## config.mk

```make
export PLATFORM = sky130hd
export DESIGN_NAME = solo_squash_sequencer
export DESIGN_NICKNAME = d
export VERILOG_FILES = /design/src/rtl/solo_squash_sequencer_pkg.sv /design/src/rtl/solo_squash_sequencer_debounce.sv /design/src/rtl/solo_squash_sequencer.sv
export SDC_FILE = /design/constraint.sdc
export NUM_CORES = 1
export LEC_CHECK = 0
export CAP_MARGIN = 0
export CORE_MARGIN = 2
export CORE_UTILIZATION = 40
export DETAILED_ROUTE_END_ITERATION = 16
export PLACE_DENSITY = 0.63
export SETUP_SLACK_MARGIN = 0.3
export SYNTH_ARGS = -nofsm -noshare
export SYNTH_HDL_FRONTEND = slang
export SYNTH_HIERARCHICAL = 1
export SYNTH_SLANG_ARGS = --single-unit
```

## constraint.sdc

```tcl
create_clock -name clk -period 2 [get_ports clk]
set_input_delay 0.4 -clock clk [delete_from_list [all_inputs] [get_ports clk]]
set_output_delay 0.4 -clock clk [all_outputs]
set_load 0.005 [all_outputs]
```

## src/rtl/solo_squash_sequencer_pkg.sv

```systemverilog
// Shared state encoding for the solo_squash game-flow sequencer.
package solo_squash_sequencer_pkg;

    localparam int STATE_W = 2;

    typedef enum logic [STATE_W-1:0] {
        ST_IDLE   = 2'd0,
        ST_SERVE  = 2'd1,
        ST_PLAY   = 2'd2,
        ST_PAUSED = 2'd3
    } state_t;

    localparam int KEY_START = 0;
    localparam int KEY_PAUSE = 1;
    localparam int NUM_KEYS  = 2;

endpackage

```

## src/rtl/solo_squash_sequencer_debounce.sv

```systemverilog
// Frame-rate key debouncer: level flips after FRAMES consecutive disagreeing ticks,
// press pulses once on each released->pressed flip.
module squash_debounce #(
    parameter int FRAMES = 3
) (
    input  logic clk,
    input  logic reset,
    input  logic tick,
    input  logic raw_n,
    output logic level,
    output logic press
);
    localparam int CW = $clog2(FRAMES + 1);

    logic [CW-1:0] cnt_q, cnt_d;
    logic          level_q, level_d;
    logic          press_q, press_d;

    always_comb begin
        cnt_d   = cnt_q;
        level_d = level_q;
        press_d = 1'b0;
        if (tick) begin
            // level is active-high (1 = pressed); raw is active-low
            if (~raw_n == level_q) begin
                cnt_d = '0;
            end else if (cnt_q == CW'(FRAMES - 1)) begin
                level_d = ~level_q;
                cnt_d   = '0;
                press_d = ~level_q;
            end else begin
                cnt_d = cnt_q + 1'b1;
            end
        end
    end

    always_ff @(posedge clk) begin
        if (reset) begin
            cnt_q   <= '0;
            level_q <= 1'b0;
            press_q <= 1'b0;
        end else begin
            cnt_q   <= cnt_d;
            level_q <= level_d;
            press_q <= press_d;
        end
    end

    assign level = level_q;
    assign press = press_q;

endmodule

```

## src/rtl/solo_squash_sequencer.sv

```systemverilog
// Game-flow controller: vsync-derived frame tick, debounced start/pause keys,
// IDLE/SERVE/PLAY/PAUSED FSM driving the core's new_game_n and pause_n.
module solo_squash_sequencer
    import solo_squash_sequencer_pkg::*;
#(
    parameter int DEBOUNCE_FRAMES = 3,
    parameter int SERVE_FRAMES    = 60
) (
    input  logic       clk,
    input  logic       reset,
    input  logic       vsync_n,
    input  logic       start_key_n,
    input  logic       pause_key_n,
    output logic       new_game_n,
    output logic       pause_n,
    output logic [1:0] state,
    output logic       frame_tick
);
    localparam int SCW = $clog2(SERVE_FRAMES + 1);

    logic                vsync_q, vsync_d;
    logic                frame_tick_q, frame_tick_d;
    state_t              state_q, state_d;
    logic [SCW-1:0]      serve_cnt_q, serve_cnt_d;
    logic                new_game_n_q, new_game_n_d;
    logic                pause_n_q, pause_n_d;

    logic [NUM_KEYS-1:0] key_raw_n;
    logic [NUM_KEYS-1:0] key_press;
    logic [NUM_KEYS-1:0] key_level_unused;
    logic                start_press, pause_press;

    assign key_raw_n = {pause_key_n, start_key_n};

    for (genvar g = 0; g < NUM_KEYS; g++) begin : g_key
        squash_debounce #(.FRAMES(DEBOUNCE_FRAMES)) u_deb (
            .clk   (clk),
            .reset (reset),
            .tick  (frame_tick_q),
            .raw_n (key_raw_n[g]),
            .level (key_level_unused[g]),
            .press (key_press[g])
        );
    end

    assign start_press = key_press[KEY_START];
    assign pause_press = key_press[KEY_PAUSE];

    always_comb begin
        vsync_d      = vsync_n;
        frame_tick_d = vsync_q & ~vsync_n;
    end

    // State register; outputs and serve counter are registered alongside it
    always_ff @(posedge clk) begin
        if (reset) begin
            vsync_q      <= 1'b1;
            frame_tick_q <= 1'b0;
            state_q      <= ST_IDLE;
            serve_cnt_q  <= '0;
            new_game_n_q <= 1'b0;
            pause_n_q    <= 1'b0;
        end else begin
            vsync_q      <= vsync_d;
            frame_tick_q <= frame_tick_d;
            state_q      <= state_d;
            serve_cnt_q  <= serve_cnt_d;
            new_game_n_q <= new_game_n_d;
            pause_n_q    <= pause_n_d;
        end
    end

    // Start press wins over pause press and over serve expiry in every state
    always_comb begin
        state_d = state_q;
        if (start_press) begin
            state_d = ST_SERVE;
        end else begin
            case (state_q)
                ST_SERVE:  if (frame_tick_q && serve_cnt_q == SCW'(1)) state_d = ST_PLAY;
                ST_PLAY:   if (pause_press) state_d = ST_PAUSED;
                ST_PAUSED: if (pause_press) state_d = ST_PLAY;
                default:   state_d = state_q;
            endcase
        end
    end

    always_comb begin
        serve_cnt_d = serve_cnt_q;
        if (start_press)
            serve_cnt_d = SCW'(SERVE_FRAMES);
        else if (state_q == ST_SERVE && frame_tick_q && serve_cnt_q > SCW'(1))
            serve_cnt_d = serve_cnt_q - 1'b1;
        new_game_n_d = !(state_d == ST_IDLE || start_press);
        pause_n_d    = (state_d == ST_PLAY);
    end

    assign new_game_n = new_game_n_q;
    assign pause_n    = pause_n_q;
    assign state      = state_q;
    assign frame_tick = frame_tick_q;

endmodule
```

Word level (Yosys, flattened, before mapping) --
Cells that the tools add are included.
Operators by class: reductions and logical operators 12, bitwise operators 11, order comparisons 1, $add $sub $neg 3, muxes and demuxes 11, equality and inequality tests 9
Operator list (count):
- 2-to-1 mux 2 bit | 8
- 2-to-1 mux 6 bit | 2
- equality test 2 bit (second input constant) | 5
- NOT 1 bit | 10
- OR reduction 4 bit | 2
- equality test 6 x 1 -> 1 bit (second input constant) | 1
- greater-than comparator 6 x 1 -> 1 bit (second input constant) | 1
- one-hot mux 2 bit (3 select lines) | 1
- AND reduction 3 bit | 2
- subtractor 6 x 1 -> 6 bit (second input constant) | 1
- adder 2 x 1 -> 2 bit (second input constant) | 2
- logical AND 1 bit | 3
- equality test 1 bit | 2
- equality test 2 x 1 -> 1 bit (second input constant) | 1
- zero test 2 bit | 1
- nonzero test 2 bit | 1
- OR reduction 2 bit | 1
- bitwise AND 1 bit | 1
- zero test 1 bit | 1
- logical OR 1 bit | 1
Storage, ports and cells: input port bits 5, register bits 20, output and inout port bits 5

Logic depth before layout (Yosys ltp) --
Gate-level depths: netlist of the first run.
depth in word-level cells 8, depth in mapped cells 6

Cells and area by module --
Netlist of the first run, hierarchy kept.
By module, submodules not included:
- solo_squash_sequencer | cells an instance 59, sequential area each 240.2 µm², area an instance 564.3 µm², instances 1
- squash_debounce | cells an instance 16, sequential area each 80.1 µm², area an instance 172.7 µm², instances 2

Worst setup path before layout of the first run --
No wires, ideal clock.
path kind reg2reg, start point reg serve_cnt_q[5], end point reg serve_cnt_q[1], period minus slack after synthesis 1.600 ns, data required time 1.897 ns, cell stages (with the launch flop) 5, arrival 1.497 ns, slack 0.400 ns, cells stage by stage dfxtp_1 or4_4 buf_6 o21a_4 a2111oi_2
Between the ends: cells in the longest elaborated chain, start to end 2
RTL lines:
- start: declaration | RTL line solo_squash_sequencer.sv:24 | logic [SCW-1:0] serve_cnt_q, serve_cnt_d;
- start signal: assignment | RTL line solo_squash_sequencer.sv:67 | serve_cnt_q <= serve_cnt_d;
- greater-than comparator 6 x 1 -> 1 bit | RTL line solo_squash_sequencer.sv:92 | else if (state_q == ST_SERVE && frame_tick_q && serve_cnt_q > SCW'(1))
- logical AND 1 bit | RTL line solo_squash_sequencer.sv:92
No other way between the ends. A chain may end at the register's enable or synchronous reset.

Worst setup path after layout of the first run --
start point reg state_q[0], in the netlist state[0], end point out state[0]
RTL lines:
- start: declaration | RTL line solo_squash_sequencer.sv:23 | state_t state_q, state_d;
- start signal: assignment | RTL line solo_squash_sequencer.sv:66 | state_q <= state_d;
- end: declaration | RTL line solo_squash_sequencer.sv:16 | output logic [1:0] state,
No word-level cell between the ends.

==> metrics.yaml, run 1 <==
status: "completed"
syn_inst: 91
path_clk_slew_ns: 0.11
vias_per_cell: 5.29
cp-start-kind: "flip-flop"
die_area_sq_um: 2670
yosys_warnings: 6
grtUsageTotal: 0.133
yosys.area_share.adder: 0.0275
synth_mux_area_frac: 0.0330
synth.top_cells.by_count: "20 x dfxtp_1, 7 x inv_1, 6 x nor2_1, 5 x a21oi_1, 5 x xor2_1"
final_cells: 133
fmax_mhz: 617
drc: 0
area.growth.synth_to_final_pct: 18.8
synth_edf_count: 0
hold_viol: 0
cts.path.max_buffers: 2
cts.htree.levels: 1
wirelength_um: 1560
grt_overflow: 0
synth_compound_area_frac: 0.164
num_io_pins: 10
fp-row-count: 17
dp.cells: 127
synth-simple-area-share: 0.232
setup_violations: 0
n_fill_cell: 207
vias: 703
async_flop_share: 0
min_path_cells: 2
grt_use_met3: 0.0259
worst_setup_path_end_kind: "output pin"
grt_pass1_vias: 629
r2r_end: "serve_cnt_q[1]$_SDFFE_PP0P_"
netlist_top_cells_area: "dfxtp_1 44%, xor2_1 4.8%, mux2i_1 3.3%, inv_1 2.9%, a21oi_1 2.8%"
grt_busiest_layer: "met2"
max_stage_delay_ns: 0.52
slew_headroom: 0.684
rsz0062_at_grt: "false"
syn_area_sq_um: 910
p_leak_nw: 0.385
worst_pin_slew_ns: 0.468
wl_per_cell_um: 11.7
cp.buffers_inverters: 1
synth_fp_nets: 98
fin_skew_ns: 0.00918
holdPathEnd: "frame_tick$_SDFF_PP0_"
place.port_buffers: 9
yosys.area.top_type: "dfxtp_1"
grtUsageMet2: 0.207
path_delay_family: "buffers and inverters"
die_w_um: 51.7
first_pass_iters: 4
report.final.slew_viol_count: 0
grt_use_met1: 0.176
antenna_cells: 0
tns_ns: 0
dpl.hpwl_um: 1160
nets: 114
layout-drive-gt1-share: 0.200
period_share: 0.810
hold_path_class: "flip-flop to flip-flop"
clk_latency_ns: 0.29
r2r_start: "serve_cnt_q[5]$_SDFFE_PP0P_"
power_density_nw_per_um2: 578
antenna_found_initial: 0
synth_most_common_cell: "dfxtp_1"
rrSetupSlack_ns: 0.39
path_cells: "clkdlybuf4s50_1"
critPathKind: "flip-flop to output pin"
avgSynthCellArea_sq_um: 10.0
drtAntennaViolNets: 0
yosys_register_bits: 20
synth_top_family_by_area: "simple AND/OR/NAND/NOR gates"
cts_tree: "built"
crit_required_ns: 1.60
maxCapViolCount: 0
yosysUniqueCellTypes: 34
synth_xor_area_frac: 0.0578
fin_crit_ns: 1.62
cts.sinks: 20
die_h_um: 51.7
crit_fanout: 7
numCtsBuffers: 3
rr_worst_depth: 3
cp_slowest_cell: "clkdlybuf4s50_1"
crit_arrival_ns: 1.22
first_iter_violations: 9
start_util: 0.415
gp_congestion: 0.815
hp-start: "vsync_q$_SDFF_PP1_"
grt_start_max_net_pins: 15
yosysTopAreaCellShare: 0.440
cts_root_buffer: "clkbuf_4"
synth-main-ff-cell: "dfxtp_1"
ir_worst_vdd_uv: 368
coreArea_sq_um: 2190
ys_seq_area_frac: 0.440
grt_pass1_wl_um: 2660
through the flow:
step / util / area, sq um / total power [mW] / worst slack (ns) / hold WS (ns)
after global placement: 0.469 / 1030 / 0.447 / 0.299 / 0.407
after floorplan: - / 910 / 0.430 / 0.400 / 0.392
after global routing: 0.493 / 1080 / 0.664 / 0.323 / 0.447
after CTS: 0.481 / 1050 / 0.635 / 0.295 / 0.419
final: 0.493 / 1080 / 0.625 / 0.380 / 0.410
after detailed placement: 0.469 / 1030 / 0.448 / 0.254 / 0.410
worst max-delay path by stage:
stage,start,endpoint,depth (start not counted)
after global placement,reset,g_key[0].u_deb/cnt_q[0]$_SDFFE_PP0P_,3
after CTS,frame_tick$_SDFF_PP0_,frame_tick,1
final,state[0]$_SDFF_PP0_,state[0],1
after global routing,state[0]$_SDFF_PP0_,state[0],1
after detailed placement,reset,g_key[0].u_deb/cnt_q[0]$_SDFFE_PP0P_,3
after floorplan,serve_cnt_q[5]$_SDFFE_PP0P_,serve_cnt_q[1]$_SDFFE_PP0P_,4
sequential cells by signal, summed over array words and instances (netlist names):
signal,count
new_game_n,1
frame_tick,1
serve_cnt_q,6
pause_n,1
g_key.u_deb/level,2
g_key.u_deb/cnt_q,4
vsync_q,1
g_key.u_deb/press,2
state,2
cells in the final DEF, fill, tap and decap left out, types with 3 or more instances in the layout:
cell             instances
or2_2                    3
buf_4                    4
nor2_1                   6
mux2i_1                  3
nor3_1                   3
inv_1                    7
clkdlybuf4s50_1          9
dfxtp_1                 17
xor2_1                   5
nand2_1                  4
clkbuf_4                 3
a21oi_1                  5
power breakdown:
part / switching [mW] / internal [mW] / leakage (nW)
logic: 0.0154 / 0.0212 / 0.208
registers: 0.00392 / 0.401 / 0.164
clock network: 0.114 / 0.0700 / 0.0138
logic make-up after synthesis:
group | after synthesis
AO/OA/AOI/OAI | 18
XOR/XNOR | 6
adder cells (fa/ha/maj) | 2
buffers and inverters | 9
flip-flops | 20
multiplexers | 3
AND/OR/NAND/NOR | 33
area by class of cell:
type / count / area [sq um] / share of cell area
multi-input combinational: 62 / 468 / 0.433
sequential: 20 / 409 / 0.378
timing repair buffer: 13 / 120 / 0.111
tap: 28 / 35.0 / 0.0324
inverter: 7 / 26.3 / 0.0243
clock buffer: 3 / 22.5 / 0.0208
per-layer routing:
metal / routed length, um / vias to the layer above
met5: 0 / -
met4: 10 / 0
met3: 45 / 2
met2: 757 / 9
met1: 745 / 335
li1: - / 357
timing repair:
action	in CTS	in global routing
resized for setup	3	2
hold buffers	0	0
endpoints found under the hold margin	0	0
setup buffers	0	3
setup endpoints to repair	3	2
Power figures use the tool's default switching activity.
==> inputs of run 2 (changes only) <==
==> constraint.sdc (replaced) <==
create_clock -name clk -period 1.7 [get_ports clk]
set_input_delay 0.34 -clock clk [delete_from_list [all_inputs] [get_ports clk]]
set_output_delay 0.34 -clock clk [all_outputs]
set_load 0.005 [all_outputs]
==> metrics.yaml, run 2 (same netlist as run 1, synthesis figures left out) <==
status: "completed"
wl_per_cell_um: 12.0
preCtsSetupSlack_ns: 0.0842
nets: 119
power_density_nw_per_um2: 775
fp-row-count: 17
coreArea_sq_um: 2190
wirelength_um: 1670
grt_pass1_vias: 641
antenna_found_initial: 0
largest_register_ffs: 6
hold_path_class: "flip-flop to flip-flop"
path_delay_family: "simple AND/OR/NAND/NOR gates"
tns_ns: 0
r2r_start: "serve_cnt_q[5]$_SDFFE_PP0P_"
worst_pin_slew_ns: 0.380
cts.sinks: 20
vias: 719
ir_worst_vdd_uv: 578
fmax_mhz: 656
reg_top3: "serve_cnt_q (6), g_key.u_deb/cnt_q (4)"
path_cells: "or4_4 -> o2111ai_1 -> xor2_1 -> a21oi_1"
min_path_cells: 2
period_share: 0.896
area.growth.synth_to_final_pct: 29.2
worst_setup_path_end_kind: "flip-flop"
holdPathEnd: "frame_tick$_SDFF_PP0_"
mostFrequentLayoutCells: "14 x dfxtp_1, 8 x buf_4, 7 x inv_1, 6 x dfxtp_2"
maxCapViolCount: 0
clk_latency_ns: 0.30
place.port_buffers: 9
cts_hold_buf: 0
first_pass_iters: 3
final_util: 0.536
path_depth: 4
cts.path.max_buffers: 2
fin_skew_ns: 0.000852
crit_arrival_ns: 1.72
fin_crit_ns: 1.52
critPathKind: "flip-flop to flip-flop"
hold_viol: 0
rr_worst_depth: 4
grt_overflow: 0
multi_input_area_sq_um: 495
max_stage_delay_ns: 0.58
die_h_um: 51.7
r2r_end: "serve_cnt_q[5]$_SDFFE_PP0P_"
antenna_cells: 0
cts.htree.levels: 1
slew_headroom: 0.743
numCtsBuffers: 3
regMostFlops: "serve_cnt_q"
cp.buffers_inverters: 0
report.final.slew_viol_count: 0
cts_tree: "built"
cts_root_buffer: "clkbuf_4"
start_util: 0.415
gp_congestion: 0.677
num_io_pins: 10
rsz0062_at_grt: "true"
p_leak_nw: 0.446
die_w_um: 51.7
register_area_sq_um: 408
vias_per_cell: 5.17
setup_violations: 0
drtAntennaViolNets: 0
rrSetupSlack_ns: 0.18
crit_required_ns: 1.90
grt_start_max_net_pins: 14
crit_fanout: 5
layout_commonest_cell: "dfxtp_1"
cp-start-kind: "flip-flop"
drc: 0
n_fill_cell: 201
die_area_sq_um: 2670
cp_slowest_cell: "or4_4"
layout-drive-gt1-share: 0.306
grtUsageTotal: 0.143
p_total_mw: 0.911
dpl.hpwl_um: 1180
grt_pass1_wl_um: 2840
hp-start: "vsync_q$_SDFF_PP1_"
fin_ws_ns: 0.176
first_iter_violations: 7
path_clk_slew_ns: 0.12
[run 2: cell types whose count changed in the layout (fill, tap and decap cells not counted), moves of 2 or more]
cell             change
clkdlybuf4s15_1      +2
clkdlybuf4s50_1      -5
dfxtp_2              +5
dfxtp_1              -3
dlygate4sd2_1        +3
dfxtp_4              -2
buf_4                +4
[run 2: worst reg2reg max path: stages, from the launching register on]
cell and delay (ns):
dfxtp_2 0.34, or4_4 0.58, o2111ai_1 0.26, xor2_1 0.17, a21oi_1 0.08
[run 2: through the flow]
step / hold WS (ns) / cell area, sq um / std cells
floorplan: 0.392 / 911 / 91
global placement: 0.402 / 1060 / 131
detailed placement: 0.404 / 1060 / 131
CTS: 0.416 / 1130 / 136
global route: 0.424 / 1170 / 139
finish: 0.410 / 1170 / 139
[run 2: worst max path at each step]
stage	endpoint	slack [ns]	startpoint
CTS	serve_cnt_q[5]$_SDFFE_PP0P_	0.14	serve_cnt_q[3]$_SDFFE_PP0P_
finish	serve_cnt_q[5]$_SDFFE_PP0P_	0.18	serve_cnt_q[5]$_SDFFE_PP0P_
global route	serve_cnt_q[3]$_SDFFE_PP0P_	0.08	serve_cnt_q[5]$_SDFFE_PP0P_
global placement	g_key[0].u_deb/cnt_q[0]$_SDFFE_PP0P_	0.11	reset
detailed placement	g_key[1].u_deb/cnt_q[0]$_SDFFE_PP0P_	0.08	reset
floorplan	serve_cnt_q[5]$_SDFFE_PP0P_	0.18	serve_cnt_q[5]$_SDFFE_PP0P_
[run 2: metal layers]
layer  GRT usage  share of wire  up-vias
li1            -              -      368
met1       0.187           0.47      345
met2       0.233           0.51        4
met3      0.0172          0.013        2
met4      0.0658         0.0078        0
met5           0              0        -
[run 2: final cells by class]
| type | count | area share |
|---|---|---|
| sequential | 20 | 0.347 |
| clock buffer | 3 | 0.0192 |
| tap | 28 | 0.0298 |
| clock inverter | 1 | 0.0256 |
| inverter | 7 | 0.0224 |
| timing repair buffer | 18 | 0.134 |
| multi-input combinational | 62 | 0.422 |
[run 2: power breakdown]
part / switching, mW / internal (mW)
Combinational: 0.0201 / 0.0256
Sequential: 0.00335 / 0.474
Clock: 0.150 / 0.238
[run 2: timing repair]
action	in CTS	in global routing
endpoints found under the hold margin	0	0
setup buffers	1	3
endpoints found under the setup margin	11	11
resized for setup	12	6
pin swaps	3	4
